`src/rtl/ysyx_22050598_muldiv_unit.sv`:
```
// ysyx_22050598_muldiv_unit: iterative RV64M multiply/divide, one result bit per cycle.
// Define YSYX_22050598_MULDIV_WFAST_EN to run word ops on a 32-iteration datapath.
module ysyx_22050598_muldiv_unit #(
    parameter int XLEN = 64
) (
    input  logic            clk,
    input  logic            rst_n,
    input  logic            muldiv_valid,
    input  logic [3:0]      muldiv_op,
    input  logic [XLEN-1:0] muldiv_src1,
    input  logic [XLEN-1:0] muldiv_src2,
    input  logic            muldiv_flush,
    output logic            muldiv_ready,
    output logic            muldivout_valid,
    output logic [XLEN-1:0] muldiv_result
);
`ifdef YSYX_22050598_MULDIV_WFAST_EN
    localparam bit WFAST = 1'b1;
`else
    localparam bit WFAST = 1'b0;
`endif
    typedef enum logic [1:0] {IDLE, CALC, DONE} state_e;
    state_e       state_q;
    logic [6:0]   cnt_q;
    logic [3:0]   op_q;
    logic [63:0]  m_q, res_q;
    logic [127:0] p_q;
    logic         neg_q, rneg_q;
    logic [3:0]   op_n;
    logic         mul_n, word_n, rem_n, sgn1_n, sgn2_n, neg1_n, neg2_n, fast_n, dbz_n;
    logic [63:0]  x1_n, x2_n, ab1_n, ab2_n, lo_n, dbz_res_n;
    logic [127:0] p_init_n;
    assign op_n      = (muldiv_op > 4'd12) ? 4'd0 : muldiv_op;
    assign mul_n     = (op_n < 4'd4) || (op_n == 4'd8);
    assign word_n    = op_n >= 4'd8;
    assign rem_n     = op_n inside {4'd6, 4'd7, 4'd11, 4'd12};
    assign sgn1_n    = op_n inside {4'd0, 4'd1, 4'd2, 4'd4, 4'd6, 4'd9, 4'd11};
    assign sgn2_n    = op_n inside {4'd0, 4'd1, 4'd4, 4'd6, 4'd9, 4'd11};
    assign x1_n      = word_n ? {{32{sgn1_n & muldiv_src1[31]}}, muldiv_src1[31:0]} : muldiv_src1;
    assign x2_n      = word_n ? {{32{sgn2_n & muldiv_src2[31]}}, muldiv_src2[31:0]} : muldiv_src2;
    assign neg1_n    = sgn1_n & x1_n[63];
    assign neg2_n    = sgn2_n & x2_n[63];
    assign ab1_n     = neg1_n ? -x1_n : x1_n;
    assign ab2_n     = neg2_n ? -x2_n : x2_n;
    assign fast_n    = WFAST & word_n;
    assign dbz_n     = ~mul_n & (x2_n == 64'd0);
    assign lo_n      = mul_n ? ab2_n : ab1_n;
    // Multiply consumes the low end of p, divide shifts the dividend out of the top
    assign p_init_n  = !fast_n ? {64'd0, lo_n} : mul_n ? {96'd0, lo_n[31:0]} : {64'd0, lo_n[31:0], 32'd0};
    assign dbz_res_n = !rem_n ? '1 : word_n ? {{32{x1_n[31]}}, x1_n[31:0]} : x1_n;
    logic         mul_q, word_q, rem_q, fast_q, ge;
    logic [64:0]  sum, rsh;
    logic [127:0] p_nx, prod, sprod;
    logic [63:0]  quot, q, r, raw, fix;
    assign mul_q  = (op_q < 4'd4) || (op_q == 4'd8);
    assign word_q = op_q >= 4'd8;
    assign rem_q  = op_q inside {4'd6, 4'd7, 4'd11, 4'd12};
    assign fast_q = WFAST & word_q;
    assign sum    = {1'b0, p_q[127:64]} + (p_q[0] ? {1'b0, m_q} : 65'd0);
    assign rsh    = p_q[127:63];
    assign ge     = rsh >= {1'b0, m_q};
    assign p_nx   = mul_q ? {sum, p_q[63:1]} : {ge ? rsh[63:0] - m_q : rsh[63:0], p_q[62:0], ge};
    assign prod   = fast_q ? p_nx >> 32 : p_nx;
    assign sprod  = neg_q ? -prod : prod;
    assign quot   = fast_q ? {32'd0, p_nx[31:0]} : p_nx[63:0];
    assign q      = neg_q ? -quot : quot;
    assign r      = rneg_q ? -p_nx[127:64] : p_nx[127:64];
    assign raw    = mul_q ? ((op_q inside {4'd1, 4'd2, 4'd3}) ? sprod[127:64] : sprod[63:0]) : rem_q ? r : q;
    assign fix    = word_q ? {{32{raw[31]}}, raw[31:0]} : raw;
    always_ff @(posedge clk or negedge rst_n) begin
        if (!rst_n) begin
            state_q <= IDLE;
            cnt_q   <= '0;
            op_q    <= '0;
            m_q     <= '0;
            p_q     <= '0;
            res_q   <= '0;
            neg_q   <= 1'b0;
            rneg_q  <= 1'b0;
        end else begin
            case (state_q)
                IDLE: if (muldiv_valid && !muldiv_flush) begin
                    op_q    <= op_n;
                    m_q     <= mul_n ? ab1_n : ab2_n;
                    p_q     <= p_init_n;
                    neg_q   <= neg1_n ^ neg2_n;
                    rneg_q  <= neg1_n;
                    cnt_q   <= fast_n ? 7'd32 : 7'd64;
                    if (dbz_n) res_q <= dbz_res_n;
                    state_q <= dbz_n ? DONE : CALC;
                end
                CALC: if (muldiv_flush) state_q <= IDLE;
                else begin
                    p_q   <= p_nx;
                    cnt_q <= cnt_q - 7'd1;
                    if (cnt_q == 7'd1) begin
                        res_q   <= fix;
                        state_q <= DONE;
                    end
                end
                default: state_q <= IDLE;
            endcase
        end
    end
    assign muldiv_ready    = state_q == IDLE;
    assign muldivout_valid = (state_q == DONE) && !muldiv_flush;
    assign muldiv_result   = res_q;
endmodule

```
`config.mk`:
```
export PLATFORM = sky130hd
export DESIGN_NAME = ysyx_22050598_muldiv_unit
export DESIGN_NICKNAME = d
export VERILOG_FILES = /design/src/rtl/ysyx_22050598_muldiv_unit.sv
export SDC_FILE = /design/constraint.sdc
export NUM_CORES = 2
export LEC_CHECK = 0
export ABC_AREA = 0
export ABC_CLOCK_PERIOD_IN_PS = 8500
export CAP_MARGIN = 15
export CORE_ASPECT_RATIO = 1.4
export CORE_UTILIZATION = 45
export CTS_CLUSTER_DIAMETER = 50
export DETAILED_ROUTE_END_ITERATION = 16
export HOLD_SLACK_MARGIN = 0.1
export SETUP_SLACK_MARGIN = 0.5
export SYNTH_ARGS = -nofsm -noshare
export SYNTH_HDL_FRONTEND = slang
export SYNTH_SLANG_ARGS = --single-unit
```
`constraint.sdc`:
```
create_clock -name clk -period 8.5 [get_ports clk]
set_clock_uncertainty 0.15 [all_clocks]
set_input_delay 1.275 -clock clk [delete_from_list [all_inputs] [get_ports clk]]
set_output_delay 1.275 -clock clk [all_outputs]
set_load 0.05 [all_outputs]
```
* Yosys cells after proc, flatten, opt, wreduce, memory -nomap -nowiden *
Index checks and enable logic that the tools add are counted.

operators by class
  order comparisons = 6
  add/subtract/negate cells = 8
  bitwise gates (word level) = 7
  reductions and logical operators = 18
  equality and inequality tests = 25
  multiplexer cells = 35

operators by type and width
  operator                                                     count
  two-way mux 64 bit                                           20
  two-way mux 128 bit                                          4
  negation 64 bit                                              4
  case mux 128 bit (2 select lines)                            1
  negation 128 bit                                             1
  case mux 64 bit (2 select lines)                             1
  adder 64 x 64 -> 65 bit                                      1
  >= comparator 65 x 64 -> 1 bit                               1
  logical NOT 64 bit                                           1
  subtractor 64 bit                                            1
  equality test 4 bit (second input constant)                  7
  equality test 4 x 3 -> 1 bit (second input constant)         5
  two-way mux 7 bit                                            2
  case mux 7 bit (2 select lines)                              1
  equality test 4 x 2 -> 1 bit (second input constant)         3
  equality test 4 x 1 -> 1 bit (second input constant)         2
  >= comparator 4 bit (second input constant)                  2
  less-than comparator 4 x 3 -> 1 bit (second input constant)  2
  two-way mux 2 bit                                            4
  nonzero test 4 bit                                           2
  equality test 7 x 1 -> 1 bit (second input constant)         1
  nonzero test 7 bit                                           1
  subtractor 7 x 1 -> 7 bit (second input constant)            1
  nonzero test 6 bit                                           1
  other kinds (21)                                             30

storage, ports and cells
  input bits = 136
  word-level logic and storage cells = 107
  output and inout bits = 66
  bits in registers = 271

* Logic depth before layout (Yosys ltp) *
  word-level depth = 11
  mapped depth = 30
  gate-level depth less buffers = 24

* Worst setup path before layout *
No wires, ideal clock.

  path type = flip-flop to flip-flop
  start point = register op_q[0]
  end point = register res_q[52] (netlist: muldiv_result[52])
  clock period less this slack = 6.452 ns
  library setup time = 0.126 ns
  arrival = 6.177 ns
  path slack = 2.048 ns
  data required time = 8.224 ns
  path buffers = 9
  stages on the path, launching flop included = 30
  cell sequence = dfrtp_1 o21ai_4 nand2_2 buf_6 buf_2 buf_2 buf_2 clkbuf_1 buf_2 buf_2 buf_2 clkbuf_1 nand2_1 nand2_1 inv_1 ha_1 nor2b_1 o21ai_0 a2111oi_4 nand4b_1 or4_1 or2_1 or3b_1 or4_1 or3_4 o31ai_1 xor2_1 o22ai_1 o21ai_1 a21oi_1

on the way
  cells in the longest elaborated chain, start to end = 11
  elaborated cells between the ends (all ways) = 27
  those cells by class = add/sub (3); order compare (2); eq/ne (8); mux (11); reduce/logical (3)

RTL lines
  element                                                                            RTL line  RTL
  start: declaration                                                                 25        logic [3:0] op_q;
  start signal: assignment                                                           83        op_q <= op_n;
  less-than comparator 4 x 3 -> 1 bit / equality test 4 bit (equally long branches)  55        assign mul_q = (op_q < 4'd4) || (op_q == 4'd8);
  logical OR 1 bit                                                                   55
  two-way mux 128 bit                                                                62        assign p_nx = mul_q ? {sum, p_q[63:1]} : {ge ? rsh[63:0] - m_q : rsh[63:0], p_q[62:0], ge};
  negation 128 bit (tied with other cells)                                           64        assign sprod = neg_q ? -prod : prod;
  two-way mux 128 bit (tied with other cells)                                        64
  two-way mux 64 bit (2 in a row)                                                    68        assign raw = mul_q ? ((op_q inside {4'd1, 4'd2, 4'd3}) ? sprod[127:64] : sprod[63:0]) : rem_q ? r : q;
  two-way mux 64 bit *                                                               69        assign fix = word_q ? {{32{raw[31]}}, raw[31:0]} : raw;
  two-way mux 64 bit *                                                               96        if (cnt_q == 7'd1) begin
  two-way mux 64 bit *                                                               92        CALC: if (muldiv_flush) state_q <= IDLE;
  case mux 64 bit (2 select lines) *                                                 81        case (state_q)
  end signal: assignment                                                             89        if (dbz_n) res_q <= dbz_res_n;
  end signal: assignment                                                             97        res_q <= fix;
  end: declaration                                                                   26        logic [63:0] m_q, res_q;

Mark *: on every way between the ends. The rest lies on a longest branch, timed or not. The select of a mux whose other input is x is not followed.
A chain may end at the register's enable or synchronous reset.

* Worst setup path in the final report *
  start point = register p_q[103]
  end point = register res_q[52] (netlist: muldiv_result[52])

on the way
  cells in the longest elaborated chain, start to end = 11
  elaborated cells between the ends (all ways) = 18
  those cells by class = add/sub (5); order compare (1); mux (12)

RTL lines
  element                                                                     RTL line  RTL
  start: declaration                                                          27        logic [127:0] p_q;
  start signal: assignment                                                    85        p_q <= p_init_n;
  start signal: assignment                                                    94        p_q <= p_nx;
  subtractor 64 bit / >= comparator 65 x 64 -> 1 bit (equally long branches)  62, 61
  two-way mux 64 bit                                                          62
  two-way mux 128 bit *                                                       62
  negation 128 bit / negation 64 bit (equally long branches)                  64, 67
  two-way mux 128 bit / two-way mux 64 bit (equally long branches)            64, 67
  two-way mux 64 bit                                                          68
  two-way mux 64 bit *                                                        68
  two-way mux 64 bit *                                                        69
  two-way mux 64 bit *                                                        96
  two-way mux 64 bit *                                                        92
  case mux 64 bit (2 select lines) *                                          81

Marks and branches as above.

==> impl_metrics.py <==
metrics = {
    "setup_path": {
        "critPathBufInv": 3,
        "path_delay_family": "simple AND/OR/NAND/NOR gates",
        "r2r_start": "p_q[103]$_DFFE_PN0P_",
        "cp.required_ps": 8820,
        "r2r_setup_slack_ps": 1140,
        "cp_max_fo": 12,
        "critical_path_class": "reg -> reg",
        "worstSetupStartpointType": "flop",
        "crit_path_start": "p_q[103]$_DFFE_PN0P_",
        "worst_ep_arrival_time_ps": 7690,
        "crit_path_max_incr_delay_ps": 580,
        "end_kind": "flop",
        "reg2reg_depth": 25,
        "r2r_end": "muldiv_result[52]$_DFFE_PN0P_",
        "crit_slowest_cell": "or4_1",
    },
    "clock_tree": {
        "cts_sinks": 271,
        "path_clk_slew_ps": 60,
        "h-tree-depth": 2,
        "cts_root_buf": "clkbuf_16",
        "cts_setup_buffers": 0,
        "hold_buffers": 0,
        "cts_tree": "yes",
        "clk_latency_ps": 620,
        "cts_made_buffers": 42,
        "clock_path_buffers": 3,
        "cts-resized-gates": 0,
    },
    "floorplanning": {
        "die_area_um2": 78000,
        "fp.dieH_um": 330,
        "ioPinCount": 202,
        "die_x_um": 236,
        "start_util": 0.458,
        "num_rows": 119,
        "fp.coreArea_um2": 75600,
    },
    "timing": {
        "worstMarginPinSlew_ps": 1210,
        "holdWs_ps": 332,
        "min_period_over_period": 0.866,
        "timing.final.crit_period_ps": 7360,
        "finalSetupViolCount": 0,
        "setup_ws_ps": 1140,
        "tns_ps": 0,
        "final_max_slew_viol_count": 0,
        "finalHoldViolCount": 0,
        "relSlewSlack": 0.190,
        "fmaxAchievable_ghz": 0.136,
        "rsz0062_at_grt": "false",
    },
    "global_routing": {
        "antenna_found_initial": 9,
        "busiest_layer": "met2",
        "grt_usage": 0.437,
        "grt_pass1_wl_mm": 254,
        "grt_max_degree": 123,
        "first_global_vias": 37900,
        "grtUsageMet1": 0.549,
        "gr-total-overflow": 0,
        "use_met2": 0.685,
        "grt_use_met3": 0.0777,
    },
    "yosys": {
        "yosys.area_share.xor_xnor": 0.0790,
        "syn-cell-area_um2": 34600,
        "synth-adder-area-share": 0.0496,
        "async_flop_share": 1.00,
        "ys_ff_latch": 271,
        "ys_seq_area_frac": 0.196,
        "synth_edf_count": 0,
        "syn-num-nets": 5186,
        "synth.avg_cell_area_um2": 7.04,
        "synthTopCellsByArea": "dfrtp_1, a21oi_1, o21ai_0",
        "yosys.area.top_type": "dfrtp_1",
        "synth.distinct_cells": 126,
        "synth_compound_area_frac": 0.336,
        "synth-main-ff-cell": "dfrtp_1",
        "synth_cells": 4914,
        "synth_top_family_by_area": "compound AO/OA/AOI/OAI gates",
        "synth_top_area_frac": 0.196,
        "synthSimpleGateAreaFrac": 0.256,
        "ys_warn_count": 0,
        "netlist_top_cells_count": "nand2_1, a21oi_1, o21ai_0",
        "yosysMostFrequentCell": "nand2_1",
        "synthMuxAreaShare": 0.0251,
    },
    "finish": {
        "design_area_um2": 38900,
        "final_util": 0.515,
        "fin_cells": 5943,
        "multi_input_area_um2": 25900,
        "syn2layout_area_growth_pct": 12.5,
        "layout-drive-gt1-share": 0.0688,
        "finalNetCount": 5212,
        "num-fill-cells": 7661,
        "regArea_um2": 6790,
    },
    "routing": {
        "vias": 40200,
        "wl_mm": 175,
        "drc": 0,
        "wl_per_cell_um": 29.5,
        "antenna_left": 0,
        "viasPerCell": 6.76,
        "first_pass_iters": 6,
        "drt_iter0_drc": 5057,
    },
    "run_status": {
        "status": "complete, no violations",
    },
    "placed_design": {
        "dpl.hpwl_mm": 136,
        "port_buffers": 201,
        "place_ws_ps": 1110,
        "dpl_cell_area_um2": 37400,
        "place.gp.congestion": 1.02,
        "place_inst": 5864,
    },
    "hold_path": {
        "min_from": "muldiv_result[14]$_DFFE_PN0P_",
        "hold_class": "reg -> reg",
        "holdPathStages": 2,
        "hold_end": "muldiv_result[14]$_DFFE_PN0P_",
    },
    "power": {
        "total_power_mw": 16.5,
        "leakage_nw": 15.3,
        "power_density_nw_per_um2": 424,
        "vdd_drop_max_v": 0.000236,
    },
    "job": {
        "drv_cap": 0,
    },
}
[cell usage in the layout, fill, tap and decap left out, types with 89 or more instances in the layout]
cell type          n
o211ai_1          95
dfrtp_1          269
xnor2_1          171
xor2_1           139
inv_1            136
nand4_1           89
nor3_1           135
buf_4            128
nand2_1          614
clkdlybuf4s50_1  200
nor2_1           432
a21oi_1          528
nand3_1           96
ha_1             134
and2_1            91
o21ai_0          466
[worst register-to-register path, stage by stage (launching register included)]
cell and delay, ps:
dfrtp_1 420, ha_1 400, a21oi_1 250, o21ai_1 170, a221oi_2 350, nand2_2 200
a211oi_4 270, buf_4 280, a31oi_1 230, inv_1 110, ha_1 180, nor2b_1 130
o21ai_0 280, a2111oi_4 330, nand4b_1 260, or4_1 520, buf_4 210, or2_1 270
or3b_1 420, or4_1 580, or3_4 440, o31ai_1 270, xor2_1 180, o22ai_1 100
o21ai_1 110, a21oi_1 90
[sequential cells by signal, summed over array words and instances, names as in the netlist]
register       cells
neg_q              1
rneg_q             1
p_q              128
m_q               64
cnt_q              7
op_q               4
state_q            2
muldiv_result     64
[where the power goes]
part | total, mW | switching (mW) | internal (mW)
clock network | 1.89 | 0.784 | 1.11
logic | 12.3 | 8.33 | 3.97
registers | 2.29 | 0.561 | 1.73
[cells by family (layout without fill, tap and decap cells)]
family / Yosys count / count (layout)
fa+ha+maj: 136 / 136
flops: 271 / 271
simple gates: 1818 / 1818
mux: 86 / 86
compound gates: 1805 / 1805
buf+inv: 486 / 546
xor+xnor: 312 / 312
other cells: 0 / 1
[how the worst max path moves through the flow]
stage / end / slack, ps / depth (start not counted)
6_report: muldiv_result[52]$_DFFE_PN0P_ / 1140 / 25
5_1_grt: muldiv_result[44]$_DFFE_PN0P_ / 780 / 24
4_1_cts: muldiv_result[52]$_DFFE_PN0P_ / 1270 / 24
3_5_place_dp: muldiv_result[48]$_DFFE_PN0P_ / 1110 / 16
3_3_place_gp: muldiv_result[48]$_DFFE_PN0P_ / 1100 / 16
2_1_floorplan: muldiv_result[52]$_DFFE_PN0P_ / 2050 / 29
[area by class of cell]
cell class / instances / area share
multi-input cells: 4157 / 0.666
inverters: 138 / 0.0133
clock inverters: 28 / 0.00862
well taps: 968 / 0.0311
repair buffers: 330 / 0.0770
diodes: 1 / 0.0000643
clock buffers: 50 / 0.0294
flip-flops and latches: 271 / 0.174
[layer usage]
layer	vias up	part of all wire
met5	-	0.00015
met4	4	0.075
met3	501	0.089
met2	2238	0.44
met1	19200	0.39
li1	18200	-
No activity file was read; power rests on OpenSTA's default activity.
